`src/rtl/int_res_stream_reader_pkg.sv`:
```
// -----------------------------------------------------------------------------
// int_res_stream_reader_pkg
// Shared types and defaults for the intermediate-results memory and its
// streaming read initiator.
//   IntResAddr_t      word address into the intermediate-results memory
//   DataWidth_t       single- or double-word access
//   FxFormatIntRes_t  fixed-point format tag forwarded to the memory
//   CompFx_t          signed compute word returned by the memory
//   StreamRdState_t   control states of the stream reader
// -----------------------------------------------------------------------------
package int_res_stream_reader_pkg;

    localparam int INT_RES_ADDR_W = 10;
    localparam int COMP_FX_W      = 16;

    typedef logic        [INT_RES_ADDR_W-1:0] IntResAddr_t;
    typedef logic signed [COMP_FX_W-1:0]      CompFx_t;

    typedef enum logic {
        SINGLE_WIDTH = 1'b0,
        DOUBLE_WIDTH = 1'b1
    } DataWidth_t;

    typedef enum logic [1:0] {
        FX_Q8_8  = 2'd0,
        FX_Q4_12 = 2'd1,
        FX_Q12_4 = 2'd2,
        FX_Q16_0 = 2'd3
    } FxFormatIntRes_t;

    typedef enum logic [1:0] {
        IDLE  = 2'd0,
        ISSUE = 2'd1,
        DRAIN = 2'd2,
        DONE  = 2'd3
    } StreamRdState_t;

    localparam int INT_RES_RD_LATENCY    = 2;
    localparam int INT_RES_RD_FIFO_DEPTH = 4;

    // Double-width words occupy two consecutive addresses.
    function automatic IntResAddr_t addr_stride(input DataWidth_t w);
        return (w == DOUBLE_WIDTH) ? IntResAddr_t'(2) : IntResAddr_t'(1);
    endfunction

endpackage

```
`src/rtl/int_res_stream_reader_sync_fifo.sv`:
```
// -----------------------------------------------------------------------------
// int_res_stream_reader_sync_fifo
// Synchronous first-word fall-through FIFO with an occupancy count.
//   clk_i, rst_i  clock and synchronous active-high reset (control only)
//   push_i/data_i write side; a push while full is accepted only with a pop
//   pop_i         consume the head word (ignored when empty)
//   data_o        head word, valid whenever empty_o is low
//   empty_o       no words stored
//   count_o       number of words stored (0..DEPTH)
// DEPTH must be a power of two and at least 2.
// -----------------------------------------------------------------------------
module int_res_stream_reader_sync_fifo #(
    parameter type T     = logic [7:0],
    parameter int  DEPTH = 4
) (
    input  logic                   clk_i,
    input  logic                   rst_i,
    input  logic                   push_i,
    input  T                       data_i,
    input  logic                   pop_i,
    output T                       data_o,
    output logic                   empty_o,
    output logic [$clog2(DEPTH):0] count_o
);

    localparam int PTR_W = $clog2(DEPTH);
    localparam int CNT_W = PTR_W + 1;

    T                 mem_q [DEPTH];
    logic [PTR_W-1:0] wr_ptr_q;
    logic [PTR_W-1:0] rd_ptr_q;
    logic [CNT_W-1:0] count_q;
    logic             full;
    logic             do_push;
    logic             do_pop;

    assign full    = (count_q == CNT_W'(DEPTH));
    assign empty_o = (count_q == '0);
    assign do_pop  = pop_i && !empty_o;
    // When full, the slot freed by a same-cycle pop takes the new word.
    assign do_push = push_i && (!full || pop_i);
    assign data_o  = mem_q[rd_ptr_q];
    assign count_o = count_q;

    always_ff @(posedge clk_i) begin
        if (rst_i) begin
            wr_ptr_q <= '0;
            rd_ptr_q <= '0;
            count_q  <= '0;
        end else begin
            if (do_push) wr_ptr_q <= wr_ptr_q + PTR_W'(1);
            if (do_pop)  rd_ptr_q <= rd_ptr_q + PTR_W'(1);
            if (do_push && !do_pop)      count_q <= count_q + CNT_W'(1);
            else if (!do_push && do_pop) count_q <= count_q - CNT_W'(1);
        end
    end

    // Storage carries data only, so it is not reset.
    always_ff @(posedge clk_i) begin
        if (do_push) mem_q[wr_ptr_q] <= data_i;
    end

    a_no_overflow: assert property (@(posedge clk_i) disable iff (rst_i)
        !(push_i && full && !pop_i));

endmodule

```
`src/rtl/int_res_stream_reader.sv`:
```
// -----------------------------------------------------------------------------
// int_res_stream_reader
// Walks a contiguous address range of the intermediate-results memory and
// streams the returned words out on a valid/ready interface. Reads are issued
// only while buffer credit exists, so the fixed read latency never loses data
// under back-pressure.
//   clk, rst_n        clock; rst_n is a synchronous ACTIVE-HIGH reset
//   start             begin a transfer (ignored while busy or in DONE)
//   base_addr, length, data_width, format   transfer descriptor, sampled on start
//   mem_rd_en/addr/width/format  read request to the memory
//   mem_rd_data       read data, READ_LATENCY cycles after mem_rd_en
//   out_valid/out_ready/out_data/out_last  output stream
//   busy              transfer in progress
//   done              one-cycle pulse after the final word is accepted
// READ_LATENCY >= 1; FIFO_DEPTH >= READ_LATENCY+1 and a power of two.
// -----------------------------------------------------------------------------
module int_res_stream_reader
    import int_res_stream_reader_pkg::*;
#(
    parameter int READ_LATENCY = INT_RES_RD_LATENCY,
    parameter int FIFO_DEPTH   = INT_RES_RD_FIFO_DEPTH,
    parameter int LEN_W        = 16
) (
    input  logic             clk,
    input  logic             rst_n,
    input  logic             start,
    input  IntResAddr_t      base_addr,
    input  logic [LEN_W-1:0] length,
    input  DataWidth_t       data_width,
    input  FxFormatIntRes_t  format,
    output logic             mem_rd_en,
    output IntResAddr_t      mem_rd_addr,
    output DataWidth_t       mem_rd_width,
    output FxFormatIntRes_t  mem_rd_format,
    input  CompFx_t          mem_rd_data,
    output logic             out_valid,
    input  logic             out_ready,
    output CompFx_t          out_data,
    output logic             out_last,
    output logic             busy,
    output logic             done
);

    localparam int CNT_W = $clog2(FIFO_DEPTH) + 1;
    localparam int SUM_W = CNT_W + 1;

    StreamRdState_t    state_q;
    logic              en_q;
    IntResAddr_t       addr_q;
    DataWidth_t        width_q;
    FxFormatIntRes_t   fmt_q;
    logic [LEN_W-1:0]  len_q;
    logic [LEN_W-1:0]  remain_q;   // requests still to issue after the current one
    logic [LEN_W-1:0]  out_cnt_q;  // words accepted so far
    logic              busy_q;
    logic              done_q;

    logic [READ_LATENCY-1:0] tag_q;
    logic [CNT_W-1:0]        inflight_q;
    logic [CNT_W-1:0]        inflight_d;
    logic [CNT_W-1:0]        fifo_count;
    logic                    fifo_empty;
    CompFx_t                 fifo_data;
    logic                    land;
    logic                    pop;
    logic [SUM_W-1:0]        occ_next;
    logic                    credit;

    assign land = tag_q[READ_LATENCY-1];
    assign pop  = !fifo_empty && out_ready;

    always_comb begin
        inflight_d = inflight_q;
        if (en_q && !land)      inflight_d = inflight_q + CNT_W'(1);
        else if (!en_q && land) inflight_d = inflight_q - CNT_W'(1);
    end

    // Reads in flight plus buffered words as seen next cycle; a new request
    // registered now is issued next cycle and must find a reserved slot.
    assign occ_next = SUM_W'(inflight_d) + SUM_W'(fifo_count) + SUM_W'(land) - SUM_W'(pop);
    assign credit   = (occ_next < SUM_W'(FIFO_DEPTH));

    // ---- issue tag pipeline: marks which memory-data cycles carry our reads
    always_ff @(posedge clk) begin
        if (rst_n) begin
            tag_q      <= '0;
            inflight_q <= '0;
        end else begin
            tag_q[0] <= en_q;
            for (int i = 1; i < READ_LATENCY; i++) tag_q[i] <= tag_q[i-1];
            inflight_q <= inflight_d;
        end
    end

    // ---- control FSM with registered request and status outputs
    always_ff @(posedge clk) begin
        if (rst_n) begin
            state_q   <= IDLE;
            en_q      <= 1'b0;
            addr_q    <= '0;
            width_q   <= SINGLE_WIDTH;
            fmt_q     <= FX_Q8_8;
            len_q     <= '0;
            remain_q  <= '0;
            out_cnt_q <= '0;
            busy_q    <= 1'b0;
            done_q    <= 1'b0;
        end else begin
            en_q   <= 1'b0;
            done_q <= 1'b0;
            if (pop) out_cnt_q <= out_cnt_q + LEN_W'(1);
            case (state_q)
                IDLE: begin
                    if (start) begin
                        if (length != '0) begin
                            // The FIFO is empty here, so the first read needs no credit check.
                            state_q   <= ISSUE;
                            busy_q    <= 1'b1;
                            en_q      <= 1'b1;
                            addr_q    <= base_addr;
                            width_q   <= data_width;
                            fmt_q     <= format;
                            len_q     <= length;
                            remain_q  <= length - LEN_W'(1);
                            out_cnt_q <= '0;
                        end else begin
                            state_q <= DONE;
                            done_q  <= 1'b1;
                        end
                    end
                end
                ISSUE: begin
                    if (remain_q == '0) begin
                        state_q <= DRAIN;
                    end else if (credit) begin
                        en_q     <= 1'b1;
                        addr_q   <= addr_q + addr_stride(width_q);
                        remain_q <= remain_q - LEN_W'(1);
                    end
                end
                DRAIN: begin
                    // Accepting the final word implies every read has landed and drained.
                    if (pop && (out_cnt_q == len_q - LEN_W'(1))) begin
                        state_q <= DONE;
                        busy_q  <= 1'b0;
                        done_q  <= 1'b1;
                    end
                end
                DONE: begin
                    state_q <= IDLE;
                end
                default: state_q <= IDLE;
            endcase
        end
    end

    int_res_stream_reader_sync_fifo #(
        .T     (CompFx_t),
        .DEPTH (FIFO_DEPTH)
    ) u_fifo (
        .clk_i   (clk),
        .rst_i   (rst_n),
        .push_i  (land),
        .data_i  (mem_rd_data),
        .pop_i   (pop),
        .data_o  (fifo_data),
        .empty_o (fifo_empty),
        .count_o (fifo_count)
    );

    assign mem_rd_en     = en_q;
    assign mem_rd_addr   = addr_q;
    assign mem_rd_width  = width_q;
    assign mem_rd_format = fmt_q;
    assign busy          = busy_q;
    assign done          = done_q;
    assign out_valid     = !fifo_empty;
    // FIFO storage is not reset; gate the head word so the output reads 0 when idle.
    assign out_data      = out_valid ? fifo_data : '0;
    assign out_last      = out_valid && (out_cnt_q == len_q - LEN_W'(1));

endmodule

```
`config.mk`:
```
export PLATFORM = sky130hd
export DESIGN_NAME = int_res_stream_reader
export DESIGN_NICKNAME = d
export VERILOG_FILES = /design/src/rtl/int_res_stream_reader_pkg.sv /design/src/rtl/int_res_stream_reader_sync_fifo.sv /design/src/rtl/int_res_stream_reader.sv
export SDC_FILE = /design/constraint.sdc
export NUM_CORES = 1
export LEC_CHECK = 0
export ABC_CLOCK_PERIOD_IN_PS = 4430
export BUFFER_PORTS_ARGS = -buffer_cell sky130_fd_sc_hd__buf_2
export CORE_ASPECT_RATIO = 1.75
export CORE_UTILIZATION = 41
export DETAILED_ROUTE_END_ITERATION = 16
export SLEW_MARGIN = 20
export SYNTH_ARGS = -nofsm -noshare
export SYNTH_HDL_FRONTEND = slang
export SYNTH_SLANG_ARGS = --single-unit
```
`constraint.sdc`:
```
create_clock -name clk -period 4.43 [get_ports clk]
set_input_delay 0.2215 -clock clk [delete_from_list [all_inputs] [get_ports clk]]
set_output_delay 0.2215 -clock clk [all_outputs]
set_load 0.03 [all_outputs]
```
# Word level (Yosys, flattened, before mapping)

Memory sizes are Yosys's and may differ from the RTL's. A register that Yosys moved wholly into a read port is not among the register bits.
Index checks and enable logic that the tools add are counted.

$add $sub $neg: 14
Multiply operators: 0
Divide/modulo/power cells: 0
Order comparisons: 1
Equality and inequality tests: 11
Shifts and indexed selects: 0
Muxes and demuxes: 42
Bitwise operators: 0
Reduce and logical (&&, ||, !) cells: 27

Operators with widths:

| kind                                               | count |
|---|---|
| two-way mux 16 bit                                 | 9 |
| subtractor 16 x 1 -> 16 bit, second input constant | 3 |
| two-way mux 10 bit                                 | 4 |
| one-hot mux 16 bit (2 select lines)                | 1 |
| one-hot mux 10 bit (2 select lines)                | 1 |
| adder 16 x 1 -> 16 bit, second input constant      | 1 |
| == test 16 bit                                     | 1 |
| logical NOT 16 bit                                 | 1 |
| nonzero test 16 bit                                | 1 |
| two-way mux 2 bit                                  | 7 |
| two-way mux 1 bit                                  | 12 |
| two-way mux 3 bit                                  | 4 |
| != test 2 bit, second input constant               | 6 |
| adder 10 x 2 -> 10 bit                             | 1 |
| logical AND 1 bit                                  | 9 |
| one-hot mux 2 bit (4 select lines)                 | 1 |
| adder 3 x 1 -> 3 bit, second input constant        | 2 |
| logical NOT 1 bit                                  | 6 |
| one-hot mux 1 bit (2 select lines)                 | 3 |
| AND reduction 3 bit                                | 2 |
| nonzero test 2 bit                                 | 3 |
| subtractor 3 x 1 -> 3 bit, second input constant   | 2 |
| AND reduction 5 bit                                | 1 |
| adder 2 x 1 -> 2 bit, second input constant        | 2 |
| 11 further kinds                                   | 12 |

Bits in registers: 78
Bits in latches: 0
Memory bits (writable): 64
Bits in read-only memories: 0
Input bits: 49
Logic and storage cells: 111
Memories kept: 1

Memory list:

| memory       | words | bits a word | read ports | clocked after memory_dff | write ports | RTL line                              | text |
|---|---|---|---|---|---|---|---|
| u_fifo.mem_q | 4     | 16          | 1          | 1                        | 1           | int_res_stream_reader_sync_fifo.sv:29 | `T mem_q [DEPTH];` |

# Longest topological paths before layout

Gate-level depths: netlist of run 1.

Depth after elaboration: 11
Mapped depth: 16
Mapped depth without buffers: 15

# Cells and area by module

From an unflattened synthesis of run 1, not the netlist that was laid out.

Cell total of the unflattened synthesis: 763
Area total of the unflattened synthesis: 7485.9 sq um

Modules (own cells, without submodules):

| module                          | instances | cells an instance | area each (sq um) | seq. area each (sq um) |
|---|---|---|---|---|
| int_res_stream_reader           | 1         | 632               | 4702.0            | 1421.4 |
| int_res_stream_reader_sync_fifo | 1         | 131               | 2783.9            | 2102.0 |

# Worst setup path before layout of run 1

No wires, ideal clock.

Kind: register to register
Start point: reg state_q[1]
End point: reg remain_q[14]
Library setup time: 0.133 ns
Arrival: 3.332 ns
Required time: 4.297 ns
Slack: 0.965 ns
Stages on the path, launching flop included: 15
Path buffers: 4
Period minus slack after synthesis: 3.465 ns
Cell sequence: dfxtp_1 -> inv_1 -> ha_1 -> clkbuf_1 -> clkbuf_8 -> clkbuf_1 -> buf_1 -> mux2i_1 -> ha_1 -> o221ai_1 -> or3_1 -> nor3_1 -> a21oi_1 -> o21ai_0 -> a211oi_1

Word-level cells in the longest chain between the ends: 3
Elaborated cells on any way between the ends: 9
Classes of those cells: eq/ne (5); mux (1); reduce/logical (3)

RTL lines:

| element                                                       | RTL line                     | text |
|---|---|---|
| start: declaration                                            | int_res_stream_reader.sv:47  | `StreamRdState_t state_q;` |
| start signal: assignment                                      | int_res_stream_reader.sv:98  | `state_q <= IDLE;` |
| start signal: assignment                                      | int_res_stream_reader.sv:117 | `state_q <= ISSUE;` |
| start signal: assignment                                      | int_res_stream_reader.sv:127 | `state_q <= DONE;` |
| == test 2 x 1 -> 1 bit or logical NOT 2 bit (tied branches)   | int_res_stream_reader.sv:112 | `case (state_q)` |
| != test 2 bit (no line) or nonzero test 2 bit (tied branches) | n/a                          |  |
| AND reduction 5 bit (no line)                                 | n/a                          |  |
| end signal: assignment                                        | int_res_stream_reader.sv:124 | `remain_q <= length - LEN_W'(1);` |
| end signal: assignment                                        | int_res_stream_reader.sv:138 | `remain_q <= remain_q - LEN_W'(1);` |
| end: declaration                                              | int_res_stream_reader.sv:53  | `logic [LEN_W-1:0] remain_q;` |

Parallel ways exist; a longest one is shown, timed or not.
A chain may end at the register's enable or synchronous reset.

# Worst setup path in the final report of run 1

Start point: reg u_fifo.count_q[0], in the netlist u_fifo.count_o[0]
End point: reg remain_q[0]

Word-level cells in the longest chain between the ends: 7
Elaborated cells on any way between the ends: 9
Classes of those cells: add/sub (3); order compare (1); eq/ne (1); reduce/logical (4)

RTL lines:

| element                                                      | RTL line                              | text |
|---|---|---|
| start: declaration                                           | int_res_stream_reader_sync_fifo.sv:32 | `logic [CNT_W-1:0] count_q;` |
| start signal: assignment                                     | int_res_stream_reader_sync_fifo.sv:53 | `if (do_push && !do_pop) count_q <= count_q + CNT_W'(1);` |
| start signal: assignment                                     | int_res_stream_reader_sync_fifo.sv:54 | `else if (!do_push && do_pop) count_q <= count_q - CNT_W'(1);` |
| branches (longest 3 deep; another with adder 3 x 3 -> 4 bit) | n/a                                   |  |
| subtractor 4 x 1 -> 4 bit (*)                                | int_res_stream_reader.sv:80           | `assign occ_next = SUM_W'(inflight_d) + SUM_W'(fifo_count) + SUM_W'(land) - SUM_W'(pop);` |
| < comparator 4 x 3 -> 1 bit (*)                              | int_res_stream_reader.sv:81           | `assign credit = (occ_next < SUM_W'(FIFO_DEPTH));` |
| != test 2 bit (no line) (*)                                  | n/a                                   |  |
| AND reduction 5 bit (no line) (*)                            | n/a                                   |  |

Mark *: on every way between the ends.

==> results of run 1 <==
## state kept, by name, indices dropped and copies added (netlist names), named ones only
register         flops
inflight_q           3
mem_rd_en            1
u_fifo.count_o       3
u_fifo.mem_q        64
u_fifo.wr_ptr_q      2
mem_rd_format        2
tag_q                2
state_q              2
u_fifo.rd_ptr_q      2
mem_rd_width         1
out_cnt_q           16
remain_q            16
done                 1
busy                 1
len_q               16
mem_rd_addr         10
## power breakdown
part / leakage (µW) / internal, µW / total [µW] / switching [µW]
combinational: 0.00168 / 873 / 2340 / 1460
clock: 0.000286 / 841 / 1440 / 594
sequential: 0.00123 / 1570 / 1780 / 211
## layer usage
| metal | track usage, % | share of wire, % |
|---|---|---|
| met2 | 36.9 | 55 |
| met1 | 19.9 | 39 |
| met3 | 3.54 | 2.9 |
| met4 | 9.20 | 3.2 |
| met5 | 0 | 0 |
## cell usage in the layout (no fill, tap or decap), types with 21 or more instances in the layout
| cell type | n |
|---|---|
| dfxtp_1 | 80 |
| inv_1 | 25 |
| buf_2 | 82 |
| xor2_1 | 24 |
| and2_1 | 21 |
| nor3_1 | 27 |
| edfxtp_1 | 64 |
| o21ai_0 | 27 |
| nand2_1 | 97 |
| a21oi_1 | 49 |
| nor2_1 | 64 |
## worst max-delay path by stage
stage                        end  slack (ns)  cells past startpoint
floorplan           remain_q[14]        0.96                     14
global placement     remain_q[0]        0.85                     13
detailed placement   remain_q[0]        0.77                     13
CTS                  remain_q[0]        0.77                     13
global route         remain_q[0]        0.57                     14
finish               remain_q[0]        0.77                     13
## layout make-up
class	count	area share [%]
multi-input combinational	552	42.6
clock buffer	18	4.94
sequential	144	40.5
inverter	26	1.12
timing repair buffer	92	5.64
clock inverter	13	1.77
tap	234	3.37
## cells in the mapped netlist, types with 8 or more instances
cell / instances
mux4_2: 16
a21oi_1: 49
dfxtp_1: 80
nand2_1: 97
edfxtp_1: 64
xnor2_1: 20
nor2_1: 64
nand3_1: 15
ha_1: 21
and2_1: 21
o22ai_1: 8
a211oi_1: 12
clkbuf_1: 30
inv_1: 25
nand4_1: 10
a31oi_1: 13
nor3_1: 27
o21ai_0: 27
xor2_1: 24
or3_1: 15
## critical path, cell delays in order (launching register included)
cell	delay, ns
dfxtp_1	0.37
or3_1	0.42
nand2_1	0.14
inv_2	0.11
ha_1	0.28
inv_1	0.04
ha_1	0.25
a21o_1	0.19
a2111o_1	0.39
o21ai_0	0.21
a21o_1	0.29
nand2_1	0.34
or3_1	0.44
a21oi_1	0.13
## cell families (layout without fill, tap and decap cells)
family	count (synthesis)	in the layout	share of synthesized area [%]
buffers and inverters	68	149	3.98
adder cells (fa/ha/maj)	23	23	4.03
XOR/XNOR	44	44	5.13
multiplexers	24	24	5.90
AO/OA/AOI/OAI	160	160	13.9
AND/OR/NAND/NOR	301	301	20.1
flip-flops	144	144	46.9
## stage by stage
stage               total power (µW)  std cells  cell area (µm²)  hold slack [ns]
floorplan                       3540        764             7510            0.320
global placement                4140       1046             8090            0.437
detailed placement              4160       1046             8090            0.427
CTS                             5610       1079             8690         0.000523
global route                    5910       1079             8690          0.00721
finish                          5550       1079             8690           0.0139
==> flow_summary.json, run 1 <==
{
  "crit_type": "flip-flop to flip-flop",
  "clk_transition_reported_paths_ns": 0.06,
  "synth.net_count": 836,
  "syn_avg_cell_area_um2": 9.83,
  "timing.fmax_mhz": 274,
  "reg2reg_slack_ns": 0.77,
  "cts_setup_buffers": 0,
  "cts_hold_repair.buffers": 2,
  "fin_worst_skew_ns": 0.00957,
  "place.gp.congestion": 0.870,
  "remaining_drc_errors": 0,
  "htreeDepth": 4,
  "cts_tree": "yes",
  "track_usage_pct": 19.3,
  "cts_sinks": 144,
  "die_y_um": 181,
  "core_area_mm2": 0.0180,
  "syn_to_final_growth_pct": 15.7,
  "vdd_drop_max_v": 0.000306,
  "r2r_start": "u_fifo.count_o[0]",
  "synth.largest_area_cell": "edfxtp_1",
  "start_kind": "flip-flop",
  "maxSlewHeadroom_pct": 40.1,
  "cts_root_buf": "clkbuf_16",
  "whs_endpoint": "u_fifo.mem_q[0][8]",
  "avgRoutedWirePerCell_um": 16.4,
  "ant_nets": 0,
  "yosys_warnings": 0,
  "hold_start": "mem_rd_data[8]",
  "synth_top_area_share_pct": 25.6,
  "finalCritPeriodShare_pct": 82.5,
  "r2r-end": "remain_q[0]",
  "synth_cell_types": 79,
  "drt-initial-drc-count": 226,
  "hold_violations": 0,
  "end_kind": "flip-flop",
  "dieArea_mm2": 0.0189,
  "period_minus_slack_ns": 3.66,
  "grt_max_degree": 65,
  "drive_above_1_share_pct": 18.9,
  "overflow": 0,
  "final_util_pct": 48.4,
  "multiInputGateArea_mm2": 0.00370,
  "synth_area_mm2": 0.00751,
  "synth_area_leaders": "edfxtp_1 26%, dfxtp_1 21%, nand2_1 4.8%",
  "routed_wl_mm": 17.6,
  "row_count": 65,
  "r2r_cells": 13,
  "regArea_mm2": 0.00352,
  "grt_setup_unrepaired": "no",
  "cp-startpoint": "u_fifo.count_o[0]",
  "worstPathArrival_ns": 4.01,
  "pin_count": 83,
  "die_w_um": 104,
  "syn-instance-count": 764,
  "dp_hpwl_mm": 12.6,
  "maxSlewViolCount": 0,
  "path_max_fanout": 15,
  "num_vias": 5917,
  "pre_cts_ws_ns": 0.765,
  "fill_cells": 1690,
  "worstMarginPinSlew_ns": 0.898,
  "portBuffers": 82,
  "grt_pass1_vias": 5948,
  "diodes": 0,
  "fin_setup_tns_ns": 0,
  "start_util_pct": 41.8,
  "viasPerCell": 5.48,
  "drtPass1Iterations": 4,
  "numCtsBuffers": 17,
  "async_flop_share_pct": 0,
  "num-nets-final": 905,
  "final-setup-viol-count": 0,
  "dominantRegCellSynth": "dfxtp_1",
  "ys_ff_latch": 144,
  "grt_first_pass_wirelength_mm": 28.8,
  "clock_path_buffers": 2,
  "min_path_cells": 1,
  "antenna_found_initial": 0,
  "min_path_type": "input port to flip-flop",
  "required_ns": 4.79,
  "status": "finished clean",
  "clock_latency_ns": 0.43,
  "ys_seq_area_share_pct": 46.9,
  "layout_setup_ws_ns": 0.774,
  "synth_edf_count": 64,
  "max_cap_viol_count": 0,
  "p_leak_uw": 0.00320,
  "power_density_mw_per_mm2": 639,
  "cts_resized": 0
}
No activity file was read; power rests on OpenSTA's default activity.
==> run 2: changes to the inputs <==
- ABC_CLOCK_PERIOD_IN_PS: 4430 -> 3050
- clock period: 4.43 -> 3.05 ns (I/O delays scaled with it)
==> flow_summary.json, run 2 (synthesized netlist as in run 1, its figures left out) <==
{
  "slowest_delay_ns": 0.54,
  "place.gp.congestion": 0.868,
  "cp_slowest_cell": "or4_4",
  "num-nets-final": 978,
  "layout_common_cells": "92 x nand2_1, 81 x buf_2, 73 x dfxtp_1",
  "grt_first_pass_wirelength_mm": 30.2,
  "layout_setup_ws_ns": -0.0460,
  "htreeDepth": 4,
  "p_total_uw": 9430,
  "vdd_drop_max_v": 0.000483,
  "finalCritPeriodShare_pct": 102,
  "p_leak_uw": 0.00364,
  "crit_path_cell_trace": "or4_4 > or4_4 > a21boi_2 > nor2_1 > or4b_4 > nor3_4 > buf_6",
  "power_frac_comb_pct": 50.7,
  "hold_start": "length[12]",
  "hold_violations": 0,
  "row_count": 65,
  "switching_power_uw": 3890,
  "critPathMostFrequentCell": "or4_4",
  "r2r_start": "inflight_q[1]",
  "critical_path.top_delay_family": "simple AND/OR/NAND/NOR gates",
  "sw_frac_of_total_pct": 41.2,
  "period_minus_slack_ns": 3.10,
  "antenna_found_initial": 0,
  "largest_reg_flops": 64,
  "maxSlewHeadroom_pct": 44.0,
  "largest-register": "u_fifo.mem_q",
  "cts_tree": "yes",
  "ant_nets": 0,
  "power_frac_clock_pct": 22.1,
  "worstPathArrival_ns": 2.94,
  "timing.fmax_mhz": 323,
  "reg2reg_slack_ns": 0.01,
  "final_util_pct": 54.3,
  "track_usage_pct": 20.5,
  "cts_root_buf": "clkbuf_16",
  "drtPass1Iterations": 7,
  "drt-initial-drc-count": 221,
  "final-setup-viol-count": 1,
  "die_y_um": 181,
  "path_max_fanout": 5,
  "start_kind": "flip-flop",
  "cts_sinks": 144,
  "grt_max_degree": 64,
  "grt_setup_unrepaired": "yes",
  "routed_wl_mm": 19.3,
  "worstMarginPinSlew_ns": 0.839,
  "min_path_type": "input port to flip-flop",
  "pin_count": 83,
  "critPathBufInv": 1,
  "diodes": 0,
  "fill_cells": 1641,
  "overflow": 0,
  "clock_latency_ns": 0.43,
  "status": "finished, violations left",
  "r2r-end": "remain_q[13]",
  "final_common_cell": "nand2_1",
  "fin_worst_skew_ns": 0.0116,
  "grt_pass1_vias": 6221,
  "intPower_uw": 5550,
  "numCtsBuffers": 17,
  "pre_cts_ws_ns": -0.204,
  "min_path_cells": 3,
  "max_cap_viol_count": 0,
  "seq_power_share_pct": 27.3,
  "syn_to_final_growth_pct": 29.8,
  "crit_type": "flip-flop to output pin",
  "cp-startpoint": "len_q[0]",
  "r2r_cells": 16,
  "die_w_um": 104,
  "end_kind": "output pin",
  "required_ns": 2.90,
  "viasPerCell": 5.49,
  "maxSlewViolCount": 0,
  "drive_above_1_share_pct": 30.4,
  "avgRoutedWirePerCell_um": 16.8,
  "portBuffers": 82,
  "dieArea_mm2": 0.0189,
  "power_density_mw_per_mm2": 967,
  "start_util_pct": 41.8,
  "num_vias": 6332,
  "clk_transition_reported_paths_ns": 0.06,
  "violations": "negative setup slack",
  "whs_endpoint": "len_q[12]",
  "dp_hpwl_mm": 13.1,
  "remaining_drc_errors": 0,
  "clock_path_buffers": 2,
  "core_area_mm2": 0.0180
}
run 2: how the worst max path moves through the flow:
stage                               to  slack, ns  cells past startpoint
final                         out_last      -0.05                      7
after global routing      remain_q[13]      -0.14                     17
after CTS                     out_last      -0.07                      7
after detailed placement   remain_q[0]      -0.20                     14
after global placement     remain_q[0]      -0.11                     14
after floorplan           remain_q[14]     -0.002                     14
run 2: worst min-delay path, delay by kind of cell:
family / cells / cell delay [ns]
buffers and inverters: 1 / 0.14
AO/OA/AOI/OAI: 1 / 0.05
AND/OR/NAND/NOR: 1 / 0.06
run 2: timing repair:
action                                  in CTS  in global routing
endpoints found under the setup margin      26                 27
pin swaps                                   11                 37
setup buffers                                3                  7
hold buffers                                24                  0
gates cloned                                 1                  2
hold endpoints to repair                    73                  0
gates resized for setup                     22                 66
run 2: layout make-up:
cell class / instances / area [µm²] / area share, %
timing repair buffer: 164 / 1170 / 12.0
inverter: 26 / 100 / 1.03
clock inverter: 15 / 166 / 1.71
sequential: 144 / 3530 / 36.2
clock buffer: 17 / 425 / 4.36
multi-input combinational: 553 / 4060 / 41.6
tap: 234 / 293 / 3.00
run 2: routing by layer:
| metal | wire (µm) | part of all wire (%) | global-route usage, % |
|---|---|---|---|
| met1 | 7010 | 36 | 20.2 |
| met2 | 11000 | 57 | 39.4 |
| met3 | 571 | 3.0 | 3.75 |
| met5 | 0 | 0 | 0 |
| met4 | 777 | 4.0 | 11.4 |
run 2: power by group through the flow:
stage | clock network (µW) | registers, µW | logic (µW)
after floorplan | 0 | 2640 | 2630
final | 2080 | 2570 | 4780
after CTS | 2130 | 2550 | 4190
after global placement | 0 | 2580 | 3950
after detailed placement | 0 | 2580 | 3980
after global routing | 2200 | 2610 | 5150
run 2: metrics by stage:
stage | std cells | setup TNS (ns) | hold slack [ns] | cell area [µm²]
2_1_floorplan | 764 | -0.00225 | 0.251 | 7580
3_3_place_gp | 1084 | -1.01 | 0.369 | 8430
3_5_place_dp | 1084 | -2.48 | 0.370 | 8430
4_1_cts | 1144 | -0.0739 | 0.00458 | 9350
5_1_grt | 1153 | -1.13 | 0.00867 | 9750
6_report | 1153 | -0.0460 | 0.0238 | 9750
==> run 3: changes to the inputs <==
- ABC_AREA: default -> 1
==> flow_summary.json, run 3 <==
{
  "status": "finished clean",
  "end_kind": "flip-flop",
  "clock_latency_ns": 0.42,
  "syn_avg_cell_area_um2": 8.23,
  "cts_setup_buffers": 0,
  "layout_setup_ws_ns": 0.197,
  "cts_sinks": 144,
  "track_usage_pct": 18.9,
  "synth_area_leaders": "edfxtp_1 25%, dfxtp_1 21%, nor2_1 7.9%",
  "numCtsBuffers": 17,
  "cp-startpoint": "inflight_q[0]",
  "core_area_mm2": 0.0181,
  "pre_cts_ws_ns": 0.0856,
  "synth.net_count": 988,
  "clk_transition_reported_paths_ns": 0.06,
  "dp_hpwl_mm": 12.5,
  "stdcell_count": 1266,
  "min_path_type": "input port to flip-flop",
  "path_max_fanout": 24,
  "maxSlewHeadroom_pct": 44.5,
  "synthSimpleGateAreaFrac_pct": 24.3,
  "portBuffers": 82,
  "crit_type": "flip-flop to flip-flop",
  "routed_wl_mm": 17.1,
  "num-nets-final": 1091,
  "p_total_uw": 8300,
  "fin_worst_skew_ns": 0.00656,
  "dp_cells": 1216,
  "drtPass1Iterations": 4,
  "synthXorXnorAreaFrac_pct": 4.41,
  "netlist_top_cells_count": "158 x nor2_1, 131 x nand2_1, 102 x inv_1, 90 x o21ai_0, 80 x dfxtp_1",
  "die_y_um": 181,
  "place.gp.congestion": 0.825,
  "start_kind": "flip-flop",
  "dominantRegCellSynth": "dfxtp_1",
  "die_w_um": 105,
  "synth.most_common_cell": "nor2_1",
  "synth_adder_area_share_pct": 4.02,
  "cts_tree": "yes",
  "yosys_warnings": 0,
  "worstMarginPinSlew_ns": 0.832,
  "min_path_cells": 3,
  "synth_edf_count": 64,
  "grt_first_pass_wirelength_mm": 28.0,
  "num_vias": 6129,
  "async_flop_share_pct": 0,
  "hold_start": "length[9]",
  "diodes": 0,
  "fin_setup_tns_ns": 0,
  "largest-register": "u_fifo.mem_q",
  "hold_violations": 0,
  "reg2reg_slack_ns": 0.20,
  "final_common_cell": "nor2_1",
  "layout_common_cells": "158 x nor2_1, 130 x nand2_1, 102 x inv_1",
  "synth_area_mm2": 0.00754,
  "largest_reg_flops": 64,
  "synth_compound_area_share_pct": 12.5,
  "synth.largest_area_cell": "edfxtp_1",
  "synth_cell_types": 50,
  "drt-initial-drc-count": 216,
  "viasPerCell": 4.84,
  "remaining_drc_errors": 0,
  "row_count": 65,
  "period_minus_slack_ns": 2.85,
  "clock_path_buffers": 2,
  "grt_max_degree": 38,
  "grt_setup_unrepaired": "no",
  "pin_count": 83,
  "cts_root_buf": "clkbuf_16",
  "maxSlewViolCount": 0,
  "final-setup-viol-count": 0,
  "finalCritPeriodShare_pct": 93.6,
  "avgRoutedWirePerCell_um": 13.5,
  "synth_top_area_share_pct": 25.5,
  "r2r_cells": 18,
  "timing.fmax_mhz": 350,
  "p_leak_uw": 0.00378,
  "ys_ff_latch": 144,
  "vdd_drop_max_v": 0.000481,
  "grt_pass1_vias": 6061,
  "overflow": 0,
  "ys_seq_area_share_pct": 46.7,
  "max_cap_viol_count": 0,
  "ant_nets": 0,
  "synth_top_family_by_area": "simple AND/OR/NAND/NOR gates",
  "syn-instance-count": 916,
  "htreeDepth": 4,
  "start_util_pct": 41.8,
  "synth.area.mux_share_pct": 0.282,
  "power_density_mw_per_mm2": 921,
  "antenna_found_initial": 0,
  "required_ns": 3.39,
  "syn_to_final_growth_pct": 19.5,
  "worstPathArrival_ns": 3.19,
  "drive_above_1_share_pct": 18.5,
  "dieArea_mm2": 0.0190,
  "r2r_start": "inflight_q[0]"
}
[run 3: cell types whose count changed after synthesis, sizes merged, moves of 16 or more]
| cell | before | now |
|---|---|---|
| or3 | 16 | 0 |
| and2 | 21 | 2 |
| nor3 | 28 | 9 |
| nand3 | 15 | 33 |
| nand2 | 97 | 139 |
| nor2 | 64 | 176 |
| inv | 26 | 111 |
| o21ai | 28 | 101 |
| mux4 | 16 | 0 |
[run 3: cells by family after synthesis]
| group | count (synthesis) |
|---|---|
| multiplexers | 2 |
| AO/OA/AOI/OAI | 174 |
| buffers and inverters | 143 |
| adder cells (fa/ha/maj) | 23 |
| AND/OR/NAND/NOR | 392 |
| XOR/XNOR | 38 |
| flip-flops | 144 |
[run 3: worst max-delay path, stage by stage, from the launching register on]
cell      delay, ns
dfxtp_2        0.33
inv_1          0.06
ha_1           0.28
mux2_2         0.32
o21ai_0        0.07
inv_1          0.08
ha_1           0.27
inv_1          0.04
ha_1           0.26
inv_1          0.03
o21bai_1       0.15
xor2_1         0.19
nor3_2         0.06
nand2_1        0.07
nand2_2        0.07
nand2_4        0.10
buf_12         0.17
nor2_1         0.05
a211oi_1       0.16
[run 3: routing by layer]
metal  global-route usage (%)  share of wire (%)
met2                     39.0                 58
met1                     17.5                 37
met5                        0                  0
met4                     8.63                2.1
met3                     2.91                2.8
[run 3: final timing paths]
| check | end |
|---|---|
| setup / recovery | remain_q[7] |
| setup reg to reg | remain_q[7] |
| hold reg to reg | tag_q[1] |
| hold / removal | len_q[9] |
[run 3: power by group]
group          leakage [µW]  total, µW  internal, µW  switching, µW
combinational       0.00227       3660          1240           2420
sequential          0.00123       2530          2310            226
clock              0.000283       2100          1290            814
[run 3: metrics by stage]
step	instance area [µm²]	utilization, %	hold WS, ns
4_1_cts	8980	49.8	0.0105
5_1_grt	9010	49.9	0.0392
3_5_place_dp	8210	45.5	0.368
2_1_floorplan	7540	-	0.251
6_report	9010	49.9	0.0275
3_3_place_gp	8210	45.5	0.366
[run 3: repair_timing]
action	4_1_cts	5_1_grt
hold endpoints to repair	66	0
setup endpoints to repair	0	26
gates resized for setup	0	15
hold buffers	18	0
[run 3: layout make-up]
| type | instances | area, µm² |
|---|---|---|
| fill | 1790 | 9040 |
| multi-input combinational | 629 | 3440 |
| clock inverter | 13 | 161 |
| inverter | 111 | 422 |
| sequential | 144 | 3530 |
| tap | 234 | 293 |
| timing repair buffer | 116 | 736 |
| clock buffer | 19 | 433 |
